`src/rtl/neuron_layer_sequencer.sv`:
```
// -----------------------------------------------------------------------------
// neuron_layer_sequencer
//
// Sequences one shared neuron instance across OUT_SIZE output neurons of a
// layer. For each neuron it presents the neuron/weight row index, fires a
// single-cycle start pulse, waits for the neuron to report done, then
// quantizes the signed accumulator (arithmetic shift, optional ReLU,
// saturation) into that neuron's slot of the packed activation vector.
//
// Ports:
//   clk            clock
//   reset          synchronous, active-high reset
//   layer_go       layer start request, only honoured while idle
//   neuron_go      one-cycle start pulse to the neuron
//   neuron_done    neuron result valid this cycle
//   neuron_result  signed neuron accumulator, valid with neuron_done
//   neuron_sel     index of the neuron/weight row being computed
//   layer_out      packed activations, slot k at [(k+1)*WIDTH_Q-1 : k*WIDTH_Q]
//   busy           high from layer_go acceptance through the final DONE cycle
//   layer_done     one-cycle pulse once every slot has been written
// -----------------------------------------------------------------------------
module neuron_layer_sequencer #(
    parameter int OUT_SIZE  = 32,
    parameter int WIDTH_ACC = 32,
    parameter int WIDTH_Q   = 8,
    parameter int SHIFT     = 8,
    parameter int RELU      = 1,
    localparam int SEL_W    = (OUT_SIZE > 1) ? $clog2(OUT_SIZE) : 1
) (
    input  logic                        clk,
    input  logic                        reset,
    input  logic                        layer_go,
    output logic                        neuron_go,
    input  logic                        neuron_done,
    input  logic [WIDTH_ACC-1:0]        neuron_result,
    output logic [SEL_W-1:0]            neuron_sel,
    output logic [WIDTH_Q*OUT_SIZE-1:0] layer_out,
    output logic                        busy,
    output logic                        layer_done
);

    // Index of the final neuron; reaching it ends the issue/wait loop.
    localparam logic [SEL_W-1:0] LAST_SEL = SEL_W'(OUT_SIZE - 1);
    localparam logic [SEL_W-1:0] SEL_ONE  = SEL_W'(1);
    localparam logic [SEL_W-1:0] SEL_ZERO = SEL_W'(0);

    localparam bit RELU_EN = (RELU != 32'sd0);

    // Saturation thresholds, built at 64 bits then narrowed to the
    // accumulator width so all comparisons happen at full WIDTH_ACC.
    localparam logic signed [63:0] U_MAX_L = (64'sd1 <<< WIDTH_Q) - 64'sd1;
    localparam logic signed [63:0] S_MAX_L = (64'sd1 <<< (WIDTH_Q - 1)) - 64'sd1;
    localparam logic signed [63:0] S_MIN_L = -(64'sd1 <<< (WIDTH_Q - 1));

    localparam logic signed [WIDTH_ACC-1:0] U_MAX = U_MAX_L[WIDTH_ACC-1:0];
    localparam logic signed [WIDTH_ACC-1:0] S_MAX = S_MAX_L[WIDTH_ACC-1:0];
    localparam logic signed [WIDTH_ACC-1:0] S_MIN = S_MIN_L[WIDTH_ACC-1:0];

    // Clamp codes in the quantized domain.
    localparam logic [WIDTH_Q-1:0] Q_ZERO = {WIDTH_Q{1'b0}};
    localparam logic [WIDTH_Q-1:0] Q_UMAX = {WIDTH_Q{1'b1}};
    localparam logic [WIDTH_Q-1:0] Q_SMAX = {1'b0, {(WIDTH_Q - 1){1'b1}}};
    localparam logic [WIDTH_Q-1:0] Q_SMIN = {1'b1, {(WIDTH_Q - 1){1'b0}}};

    localparam logic [WIDTH_Q*OUT_SIZE-1:0] OUT_ZERO = {(WIDTH_Q * OUT_SIZE){1'b0}};

    typedef enum logic [2:0] {
        ST_IDLE       = 3'd0,
        ST_ISSUE      = 3'd1,
        ST_WAIT       = 3'd2,
        ST_STORE_LAST = 3'd3,
        ST_DONE       = 3'd4
    } state_t;

    state_t                      state_r;
    logic                        neuron_go_r;
    logic [SEL_W-1:0]            neuron_sel_r;
    logic [WIDTH_Q*OUT_SIZE-1:0] layer_out_r;
    logic                        busy_r;
    logic                        layer_done_r;
    logic [WIDTH_Q-1:0]          q_s;

    // Floor shift (no rounding), then clamp to the unsigned range with
    // negatives zeroed (ReLU) or to the signed two's-complement range.
    function automatic logic [WIDTH_Q-1:0] quantize(input logic signed [WIDTH_ACC-1:0] x);
        logic signed [WIDTH_ACC-1:0] s;
        logic [WIDTH_Q-1:0]          q;
        s = x >>> SHIFT;
        if (RELU_EN) begin
            if (s[WIDTH_ACC-1]) begin
                q = Q_ZERO;
            end else if (s > U_MAX) begin
                q = Q_UMAX;
            end else begin
                q = s[WIDTH_Q-1:0];
            end
        end else begin
            if (s < S_MIN) begin
                q = Q_SMIN;
            end else if (s > S_MAX) begin
                q = Q_SMAX;
            end else begin
                q = s[WIDTH_Q-1:0];
            end
        end
        return q;
    endfunction

    // Quantized view of the current neuron result.
    always_comb begin
        q_s = quantize($signed(neuron_result));
    end

    // Layer sequencing FSM; every output is a register updated here.
    always_ff @(posedge clk) begin
        if (reset) begin
            state_r      <= ST_IDLE;
            neuron_go_r  <= 1'b0;
            neuron_sel_r <= SEL_ZERO;
            layer_out_r  <= OUT_ZERO;
            busy_r       <= 1'b0;
            layer_done_r <= 1'b0;
        end else begin
            case (state_r)
                ST_IDLE: begin
                    layer_done_r <= 1'b0;
                    if (layer_go) begin
                        // Start pulse is registered so it is high during ISSUE.
                        state_r      <= ST_ISSUE;
                        neuron_go_r  <= 1'b1;
                        neuron_sel_r <= SEL_ZERO;
                        layer_out_r  <= OUT_ZERO;
                        busy_r       <= 1'b1;
                    end else begin
                        neuron_go_r  <= 1'b0;
                        busy_r       <= 1'b0;
                    end
                end

                ST_ISSUE: begin
                    neuron_go_r <= 1'b0;
                    state_r     <= ST_WAIT;
                end

                ST_WAIT: begin
                    if (neuron_done) begin
                        for (int k = 0; k < OUT_SIZE; k++) begin
                            if (neuron_sel_r == SEL_W'(k)) begin
                                layer_out_r[k*WIDTH_Q +: WIDTH_Q] <= q_s;
                            end
                        end
                        if (neuron_sel_r == LAST_SEL) begin
                            state_r <= ST_STORE_LAST;
                        end else begin
                            // Next neuron is issued straight away; the neuron
                            // has just returned to idle after reporting done.
                            neuron_sel_r <= neuron_sel_r + SEL_ONE;
                            neuron_go_r  <= 1'b1;
                            state_r      <= ST_ISSUE;
                        end
                    end
                end

                ST_STORE_LAST: begin
                    // Final slot has been written; flag completion next cycle.
                    layer_done_r <= 1'b1;
                    state_r      <= ST_DONE;
                end

                ST_DONE: begin
                    layer_done_r <= 1'b0;
                    busy_r       <= 1'b0;
                    state_r      <= ST_IDLE;
                end

                default: begin
                    state_r      <= ST_IDLE;
                    neuron_go_r  <= 1'b0;
                    busy_r       <= 1'b0;
                    layer_done_r <= 1'b0;
                end
            endcase
        end
    end

    assign neuron_go  = neuron_go_r;
    assign neuron_sel = neuron_sel_r;
    assign layer_out  = layer_out_r;
    assign busy       = busy_r;
    assign layer_done = layer_done_r;

endmodule

```
`config.mk`:
```
export PLATFORM = sky130hd
export DESIGN_NAME = neuron_layer_sequencer
export DESIGN_NICKNAME = d
export VERILOG_FILES = /design/src/rtl/neuron_layer_sequencer.sv
export SDC_FILE = /design/constraint.sdc
export NUM_CORES = 1
export LEC_CHECK = 0
export BUFFER_PORTS_ARGS = -buffer_cell sky130_fd_sc_hd__buf_2
export CAP_MARGIN = 20
export CELL_PAD_IN_SITES_DETAIL_PLACEMENT = 1
export CELL_PAD_IN_SITES_GLOBAL_PLACEMENT = 1
export CORE_AREA = 2 2 149 166
export CTS_CLUSTER_SIZE = 16
export DETAILED_ROUTE_END_ITERATION = 10
export DIE_AREA = 0 0 151 168
export MAX_ROUTING_LAYER = met4
export PLACE_DENSITY = 0.8
export SETUP_SLACK_MARGIN = 0.3
export SLEW_MARGIN = 20
export SYNTH_ARGS = -nofsm -noshare
export SYNTH_HDL_FRONTEND = slang
export SYNTH_SLANG_ARGS = --single-unit
```
`constraint.sdc`:
```
create_clock -name clk -period 2.6 [get_ports clk]
set_input_delay 0 -clock clk [delete_from_list [all_inputs] [get_ports clk]]
set_output_delay 0 -clock clk [all_outputs]
set_load 0.02 [all_outputs]
```
==> results by group, run 1 <==
STA
  • Post-route worst setup slack: 0.400 ns
  • Final worst-path cycle share: 84.6%
  • Final count of negative-setup-slack endpoints: 0
  • Max-slew violations: 0
  • Aggregate negative setup slack: 0 ns
  • Time the final worst path needs with I/O delays and setup: 2.20 ns
  • RSZ-0062 raised after global routing: true
  • Largest clock skew in the final design: 0.0204 ns
  • Worst slew margin: 43.4%
  • Measured slew at the worst slew-check pin: 0.845 ns
  • Highest Clock Rate: 454 MHz
  • Number of failing hold endpoints at the final stage: 0

Synth
  • Primary FF master, synth: sky130_fd_sc_hd__dfxtp_1
  • Syn Inst Count: 741
  • Asr flop ratio synth: 0%
  • Cell area after technology mapping: 0.00886 mm2
  • EDFF count, synth: 0
  • FF+latch count, synth: 267
  • Sequential area share after synthesis: 60.3%
  • Number of distinct standard cells referenced by the synthesized netlist: 46
  • Total nets after synthesis: 783
  • Synthesis warning total: 0
  • Avg Synthesized Cell Area: 12.0 um2

Routing
  • Average detailed-routed wire length per instance: 22.2 um
  • Via/cell ratio: 5.54
  • Drc violations: 0
  • Router iterations before antenna repair: 4
  • Count of routing violations after the opening detailed-route iteration: 215
  • Number of vias in the routed layout: 7788
  • Number of nets with antenna violations after routing: 0
  • Total Routed Length: 31.3 mm

Setup path
  • Worst Reg-to-Reg Cells: 4
  • Critical path arrival: 2.61 ns
  • Endpoint of the worst-slack reg-to-reg timing path: layer_out[70]
  • Critical path capture point type: flop
  • Reg-to-reg critical path startpoint: state_r[2]
  • Worst reg-to-reg setup slack: 0.40 ns
  • Critical path required time: 3.01 ns
  • Worst-path fanout max: 12
  • Element type at the critical path start: flop
  • Type of the worst setup path: flop to flop

Worst hold path
  • Number of cells on the worst hold path: 4
  • End of the worst hold path: layer_out[183]
  • Hold path startpoint: neuron_result[31]
  • HP Class: primary input to flop

Placed design
  • Hpwl dp: 21.7 mm
  • Port Buf Inserts: 291
  • Pre-CTS setup slack: 0.319 ns
  • Placer's final routability congestion estimate: 0.834

Pwr
  • Cell area power density: 708 mW/mm2
  • Switching power: 1.89 mW
  • Clock network fraction of design power: 47.5%
  • Power share of the combinational group: 4.3%
  • Internal Dissipation: 6.66 mW
  • Leakage power total: 5.50 nW
  • Switch share: 22.1%
  • Total power after layout: 8.55 mW
  • VDD IR-drop max: 0.440 mV
  • Part of the power in registers: 48.2%

Global route
  • Number of global-route vias before repair: 7937
  • Total congestion overflow: 0
  • Number of antenna violations at the first check in global routing: 0
  • Pin count of the biggest net entering global routing: 25
  • Wire length of the first global-routing pass: 47.3 mm
  • GR Util All Layers: 24.5%

Floorplanning
  • Die Wd: 151 um
  • Initial Util: 37.1%
  • Number of top-level pins: 300
  • Total core area: 0.0239 mm2
  • Chip height: 168 um
  • Die area: 0.0254 mm2
  • Number of placement rows: 60

Final layout
  • Post-layout util: 50.6%
  • Post-synthesis to final-layout area growth: 36.2%
  • Share of layout cells above drive strength 1: 38.4%
  • Count of fill cells added during filler insertion: 2646
  • Area of the multi-input gates: 0.00343 mm2
  • FF+latch area: 0.00535 mm2
  • Post-layout net count: 1118
  • Antenna diodes: 0

Job
  • Max-capacitance violation count: 0

Clock network
  • Clock latency at the later pin of the worst-skew pair: 0.53 ns
  • Clock slew at the register clock pins of the worst setup and hold paths: 0.07 ns
  • H-tree level count: 1
  • Root cell of the clock tree: sky130_fd_sc_hd__clkbuf_16
  • Number of clock sinks: 267
  • Longest Clk Path Bufs: 3
  • Number of buffers inserted during clock tree synthesis: 26
  • CTS tree: built

Run status
  • Result of the run: finished, final reports clean
[cell type report]
cell class,instances,area share (%)
sequential,267,44.3
inverter,8,0.249
clock buffer,34,6.23
multi-input combinational,424,28.4
clock inverter,14,1.50
timing repair buffer,349,16.1
tap,310,3.21
[how the worst max path moves through the flow]
stage / from / to / slack [ns] / cells after the start
5_1_grt: state_r[2] / layer_out[70] / 0.27 / 4
6_report: state_r[2] / layer_out[70] / 0.40 / 4
2_1_floorplan: neuron_sel[2] / layer_out[128] / 0.52 / 6
3_3_place_gp: state_r[0] / layer_out[192] / 0.39 / 4
4_1_cts: state_r[0] / layer_out[196] / 0.29 / 4
3_5_place_dp: state_r[0] / layer_out[204] / 0.32 / 4
[kinds of logic after synthesis]
family,synth area share (%)
fa+ha+maj,0.847
mux,0.240
compound gates,28.8
simple gates,7.34
xor+xnor,0.198
buf+inv,2.27
flops,60.3
[metal layers]
metal,track usage (%),share of wire [%],up-vias
met5,-,0,-
li1,-,-,3571
met1,30.0,42,3881
met2,41.6,49,277
met4,7.07,2.7,0
met3,4.01,5.6,59
[cells in the final DEF, fill, tap and decap left out, types with 4 or more instances in the layout]
cell type / n
sky130_fd_sc_hd__clkinv_2: 6
sky130_fd_sc_hd__nor2_1: 22
sky130_fd_sc_hd__buf_4: 45
sky130_fd_sc_hd__nor3_1: 10
sky130_fd_sc_hd__nand2b_1: 4
sky130_fd_sc_hd__a31oi_1: 7
sky130_fd_sc_hd__nor3_2: 5
sky130_fd_sc_hd__a211oi_1: 4
sky130_fd_sc_hd__nor4_4: 4
sky130_fd_sc_hd__inv_1: 8
sky130_fd_sc_hd__bufinv_16: 4
sky130_fd_sc_hd__a22o_1: 152
sky130_fd_sc_hd__dfxtp_1: 265
sky130_fd_sc_hd__a32o_1: 26
sky130_fd_sc_hd__nor2_4: 6
sky130_fd_sc_hd__dlygate4sd3_1: 11
sky130_fd_sc_hd__nand3_1: 7
sky130_fd_sc_hd__nand2_1: 14
sky130_fd_sc_hd__a21oi_1: 26
sky130_fd_sc_hd__or2_2: 6
sky130_fd_sc_hd__ha_1: 6
sky130_fd_sc_hd__buf_2: 291
sky130_fd_sc_hd__clkbuf_16: 27
sky130_fd_sc_hd__clkbuf_8: 5
sky130_fd_sc_hd__o2bb2ai_1: 80
sky130_fd_sc_hd__nand4_1: 7
sky130_fd_sc_hd__or2_1: 4
[registers in the layout (all words and copies together), names as in the netlist]
register and cells:
busy 1, neuron_sel 5, neuron_go 1, state_r 3, layer_out 256, layer_done 1
[power groups by stage]
stage               clock, mW  combinational [mW]  sequential, mW
finish                   4.06               0.369            4.12
global placement            0               0.336            4.21
CTS                      4.12               0.361            4.12
floorplan                   0               0.176            4.22
detailed placement          0               0.344            4.21
global route             4.26               0.399            4.12
[cells in the mapped netlist, types with 6 or more instances]
master,instances,share of area (%)
sky130_fd_sc_hd__or2_0,8,0.56
sky130_fd_sc_hd__ha_1,6,0.85
sky130_fd_sc_hd__nand3_1,7,0.40
sky130_fd_sc_hd__a21oi_1,29,1.6
sky130_fd_sc_hd__o2bb2ai_1,80,7.9
sky130_fd_sc_hd__a31oi_1,7,0.49
sky130_fd_sc_hd__buf_1,6,0.25
sky130_fd_sc_hd__a32o_1,26,2.9
sky130_fd_sc_hd__dfxtp_1,267,60
sky130_fd_sc_hd__inv_1,8,0.34
sky130_fd_sc_hd__nand2_1,14,0.59
sky130_fd_sc_hd__clkbuf_1,29,1.2
sky130_fd_sc_hd__nor2_1,25,1.1
sky130_fd_sc_hd__nand4_1,7,0.49
sky130_fd_sc_hd__a22o_1,152,15
sky130_fd_sc_hd__nor3_1,12,0.68
[stage by stage]
step           area (um2)  hold slack [ns]  instances
4_1_cts             12000           0.0737       1405
3_5_place_dp        10900            0.310       1346
3_3_place_gp        10900            0.286       1346
5_1_grt             12100           0.0892       1406
6_report            12100           0.0706       1406
2_1_floorplan        8860            0.195        741
[what timing repair did]
action / 4_1_cts / 5_1_grt
hold endpoints to repair: 87 / 0
pin swaps: 0 / 2
setup endpoints to repair: 9 / 151
gates resized for setup: 3 / 19
hold buffers: 11 / 0
setup buffers: 0 / 1
[critical path, stage by stage, from the launching register on]
cell and delay, ns:
sky130_fd_sc_hd__dfxtp_1 0.41, sky130_fd_sc_hd__or2_2 0.51, sky130_fd_sc_hd__nor3_1 0.48, sky130_fd_sc_hd__a21oi_1 0.35, sky130_fd_sc_hd__a22o_1 0.32
Power figures use the tool's default switching activity.
==> run 2, diff against run 1 <==
--- a/config.mk
+++ b/config.mk
@@ -9,12 +9,12 @@
 export CAP_MARGIN = 20
 export CELL_PAD_IN_SITES_DETAIL_PLACEMENT = 1
 export CELL_PAD_IN_SITES_GLOBAL_PLACEMENT = 1
-export CORE_AREA = 2 2 149 166
+export CORE_AREA = 2 2 155 172
 export CTS_CLUSTER_SIZE = 16
 export DETAILED_ROUTE_END_ITERATION = 10
-export DIE_AREA = 0 0 151 168
+export DIE_AREA = 0 0 157 174
 export MAX_ROUTING_LAYER = met4
-export PLACE_DENSITY = 0.8
+export PLACE_DENSITY = 0.78
 export SETUP_SLACK_MARGIN = 0.3
 export SLEW_MARGIN = 20
 export SYNTH_ARGS = -nofsm -noshare
==> constraint.sdc (replaced) <==
create_clock -name clk -period 1.98 [get_ports clk]
set_input_delay 0 -clock clk [delete_from_list [all_inputs] [get_ports clk]]
set_output_delay 0 -clock clk [all_outputs]
set_load 0.02 [all_outputs]
==> results by group, run 2 (synthesis results as in run 1) <==
Global route
  • Total congestion overflow: 0 (unchanged)
  • GR Util All Layers: 25.7% (was 24.5%)
  • Number of antenna violations at the first check in global routing: 2 (was 0)
  • Pin count of the biggest net entering global routing: 25 (unchanged)
  • Wire length of the first global-routing pass: 52.8 mm (was 47.3 mm)
  • Number of global-route vias before repair: 8596 (was 7937)

Final layout
  • Post-synthesis to final-layout area growth: 60.8% (was 36.2%)
  • Share of layout cells above drive strength 1: 54.0% (was 38.4%)
  • Post-layout net count: 1190 (was 1118)
  • Commonest non-fill, non-tap cell in the layout: sky130_fd_sc_hd__buf_2 (unchanged)
  • Count of fill cells added during filler insertion: 2692 (was 2646)
  • Number of flip-flops in the largest register: 256 (unchanged)
  • Most used cells in the layout excluding fill and tap cells: sky130_fd_sc_hd__buf_2 (291), sky130_fd_sc_hd__dfxtp_1 (261), sky130_fd_sc_hd__a22o_1 (152) (was sky130_fd_sc_hd__buf_2 (291), sky130_fd_sc_hd__dfxtp_1 (265), sky130_fd_sc_hd__a22o_1 (152))

Floorplanning
  • Initial Util: 34.5% (was 37.1%)
  • Die area: 0.0273 mm2 (was 0.0254 mm2)
  • Number of placement rows: 62 (was 60)
  • Chip height: 174 um (was 168 um)
  • Number of top-level pins: 300 (unchanged)
  • Total core area: 0.0257 mm2 (was 0.0239 mm2)
  • Die Wd: 157 um (was 151 um)

Setup path
  • Worst Reg-to-Reg Cells: 8 (was 4)
  • Reg-to-reg critical path startpoint: state_r[0] (was state_r[2])
  • Worst-path fanout max: 8 (was 12)
  • Critical path arrival: 2.42 ns (was 2.61 ns)
  • Worst reg-to-reg setup slack: 0.005 ns (was 0.40 ns)
  • Endpoint of the worst-slack reg-to-reg timing path: layer_out[32] (was layer_out[70])
  • Type of the worst setup path: flop to flop (unchanged)
  • Element type at the critical path start: flop (unchanged)
  • Critical path required time: 2.43 ns (was 3.01 ns)
  • Critical path capture point type: flop (unchanged)

Clock network
  • Number of buffers inserted during clock tree synthesis: 27 (was 26)
  • Number of clock sinks: 267 (unchanged)
  • Longest Clk Path Bufs: 3 (unchanged)
  • Clock slew at the register clock pins of the worst setup and hold paths: 0.08 ns (was 0.07 ns)
  • CTS tree: built (unchanged)
  • H-tree level count: 1 (unchanged)
  • Root cell of the clock tree: sky130_fd_sc_hd__clkbuf_16 (unchanged)
  • Clock latency at the later pin of the worst-skew pair: 0.53 ns (about the same)

Placed design
  • Placer's final routability congestion estimate: 0.920 (was 0.834)
  • Hpwl dp: 22.2 mm (was 21.7 mm)
  • Pre-CTS setup slack: -0.268 ns (was 0.319 ns)
  • Port Buf Inserts: 291 (unchanged)

STA
  • Post-route worst setup slack: 0.00500 ns (was 0.400 ns)
  • Worst slew margin: 50.6% (was 43.4%)
  • Time the final worst path needs with I/O delays and setup: 1.98 ns (was 2.20 ns)
  • Largest clock skew in the final design: 0.0134 ns (was 0.0204 ns)
  • Final count of negative-setup-slack endpoints: 0 (unchanged)
  • Final hold slack: 0.136 ns (was 0.0706 ns)
  • Highest Clock Rate: 506 MHz (was 454 MHz)
  • RSZ-0062 raised after global routing: true (unchanged)
  • Measured slew at the worst slew-check pin: 0.740 ns (was 0.845 ns)
  • Max-slew violations: 0 (unchanged)
  • Number of failing hold endpoints at the final stage: 0 (unchanged)
  • Final worst-path cycle share: 99.7% (was 84.6%)

Pwr
  • Power share of the combinational group: 7.2% (was 4.3%)
  • Switch share: 23.3% (was 22.1%)
  • Internal Dissipation: 8.83 mW (was 6.66 mW)
  • Clock network fraction of design power: 45.9% (was 47.5%)
  • Leakage power total: 6.28 nW (was 5.50 nW)
  • Cell area power density: 809 mW/mm2 (was 708 mW/mm2)
  • Total power after layout: 11.5 mW (was 8.55 mW)
  • Part of the power in registers: 46.9% (was 48.2%)
  • Switching power: 2.69 mW (was 1.89 mW)
  • VDD IR-drop max: 0.792 mV (was 0.440 mV)

Routing
  • Drc violations: 0 (unchanged)
  • Number of vias in the routed layout: 8278 (was 7788)
  • Total Routed Length: 36.9 mm (was 31.3 mm)
  • Average detailed-routed wire length per instance: 24.3 um (was 22.2 um)
  • Via/cell ratio: 5.45 (was 5.54)
  • Router iterations before antenna repair: 4 (unchanged)
  • Count of routing violations after the opening detailed-route iteration: 284 (was 215)
  • Number of nets with antenna violations after routing: 0 (unchanged)

Worst hold path
  • HP Class: primary input to flop (unchanged)
  • End of the worst hold path: layer_out[174] (was layer_out[183])
  • Hold path startpoint: neuron_result[31] (unchanged)
  • Number of cells on the worst hold path: 5 (was 4)

Job
  • Max-capacitance violation count: 0 (unchanged)

Run status
  • Result of the run: finished, final reports clean (unchanged)
## run 2: cell types whose count changed in the layout (fill, tap and decap cells not counted), moves of 8 or more
cell | before | now
sky130_fd_sc_hd__o2bb2ai_4 | 0 | 17
sky130_fd_sc_hd__o2bb2ai_2 | 0 | 59
sky130_fd_sc_hd__nor3_4 | 0 | 8
sky130_fd_sc_hd__buf_12 | 2 | 10
sky130_fd_sc_hd__a21oi_4 | 0 | 17
sky130_fd_sc_hd__a21oi_1 | 26 | 2
sky130_fd_sc_hd__o2bb2ai_1 | 80 | 4
sky130_fd_sc_hd__buf_6 | 0 | 33
sky130_fd_sc_hd__buf_4 | 45 | 68
## run 2: cell type report
cell class / instances / area, um2 / share of cell area, %
clock buffer: 36 / 769 / 5.40
sequential: 267 / 5360 / 37.6
multi-input combinational: 424 / 4700 / 33.0
tap: 352 / 440 / 3.09
antenna: 2 / 5.00 / 0.0351
timing repair buffer: 420 / 2800 / 19.7
clock inverter: 10 / 133 / 0.931
inverter: 8 / 36.3 / 0.255
## run 2: stage by stage
| step | cells | utilization (%) | setup TNS [ns] | cell area, um2 |
|---|---|---|---|---|
| after floorplan | 741 | - | -1.13 | 9040 |
| final | 1519 | 55.5 | 0 | 14200 |
| after global routing | 1519 | 55.5 | -1.75 | 14200 |
| after detailed placement | 1419 | 44.3 | -14.52 | 11400 |
| after CTS | 1505 | 52.4 | 0 | 13500 |
| after global placement | 1419 | 44.3 | -10.17 | 11400 |
## run 2: per-layer routing
| layer | vias to the layer above | routed length, um | GRT usage, % |
|---|---|---|---|
| li1 | 3735 | - | - |
| met1 | 4190 | 15000 | 30.3 |
| met2 | 295 | 18900 | 43.9 |
| met3 | 58 | 1980 | 4.71 |
| met4 | 0 | 966 | 8.87 |
| met5 | - | 0 | - |
## run 2: how the worst max path moves through the flow
stage / from / endpoint / slack [ns]
floorplan: state_r[0] / layer_out[136] / -0.06
global placement: state_r[0] / layer_out[166] / -0.21
detailed placement: state_r[0] / layer_out[162] / -0.27
CTS: neuron_sel[2] / layer_out[203] / 0.04
global route: state_r[0] / layer_out[32] / -0.09
finish: state_r[0] / layer_out[32] / 0.005
## run 2: timing repair
| item | 4_1_cts | 5_1_grt |
|---|---|---|
| setup buffers | 25 | 12 |
| gates resized for setup | 138 | 106 |
| setup endpoints to repair | 263 | 263 |
| endpoints found under the hold margin | 84 | 0 |
| gates cloned | 4 | 0 |
| hold buffers | 11 | 0 |
| pin swaps | 129 | 75 |
## run 2: worst max-delay path: stages, from the launching register on
cell and delay [ns]:
sky130_fd_sc_hd__dfxtp_2 0.34, sky130_fd_sc_hd__buf_6 0.13, sky130_fd_sc_hd__buf_12 0.12, sky130_fd_sc_hd__nor4bb_4 0.31, sky130_fd_sc_hd__buf_4 0.17, sky130_fd_sc_hd__nor3b_4 0.27, sky130_fd_sc_hd__buf_4 0.18, sky130_fd_sc_hd__nand3_4 0.16
sky130_fd_sc_hd__o2bb2ai_1 0.22
## run 2: power groups by stage
stage               logic, mW  clock network [mW]  registers (mW)
floorplan               0.255                   0            5.54
global placement        0.476                   0            5.52
detailed placement      0.488                   0            5.52
CTS                     0.722                5.32            5.40
global route            0.876                5.59            5.40
finish                  0.835                5.28            5.40
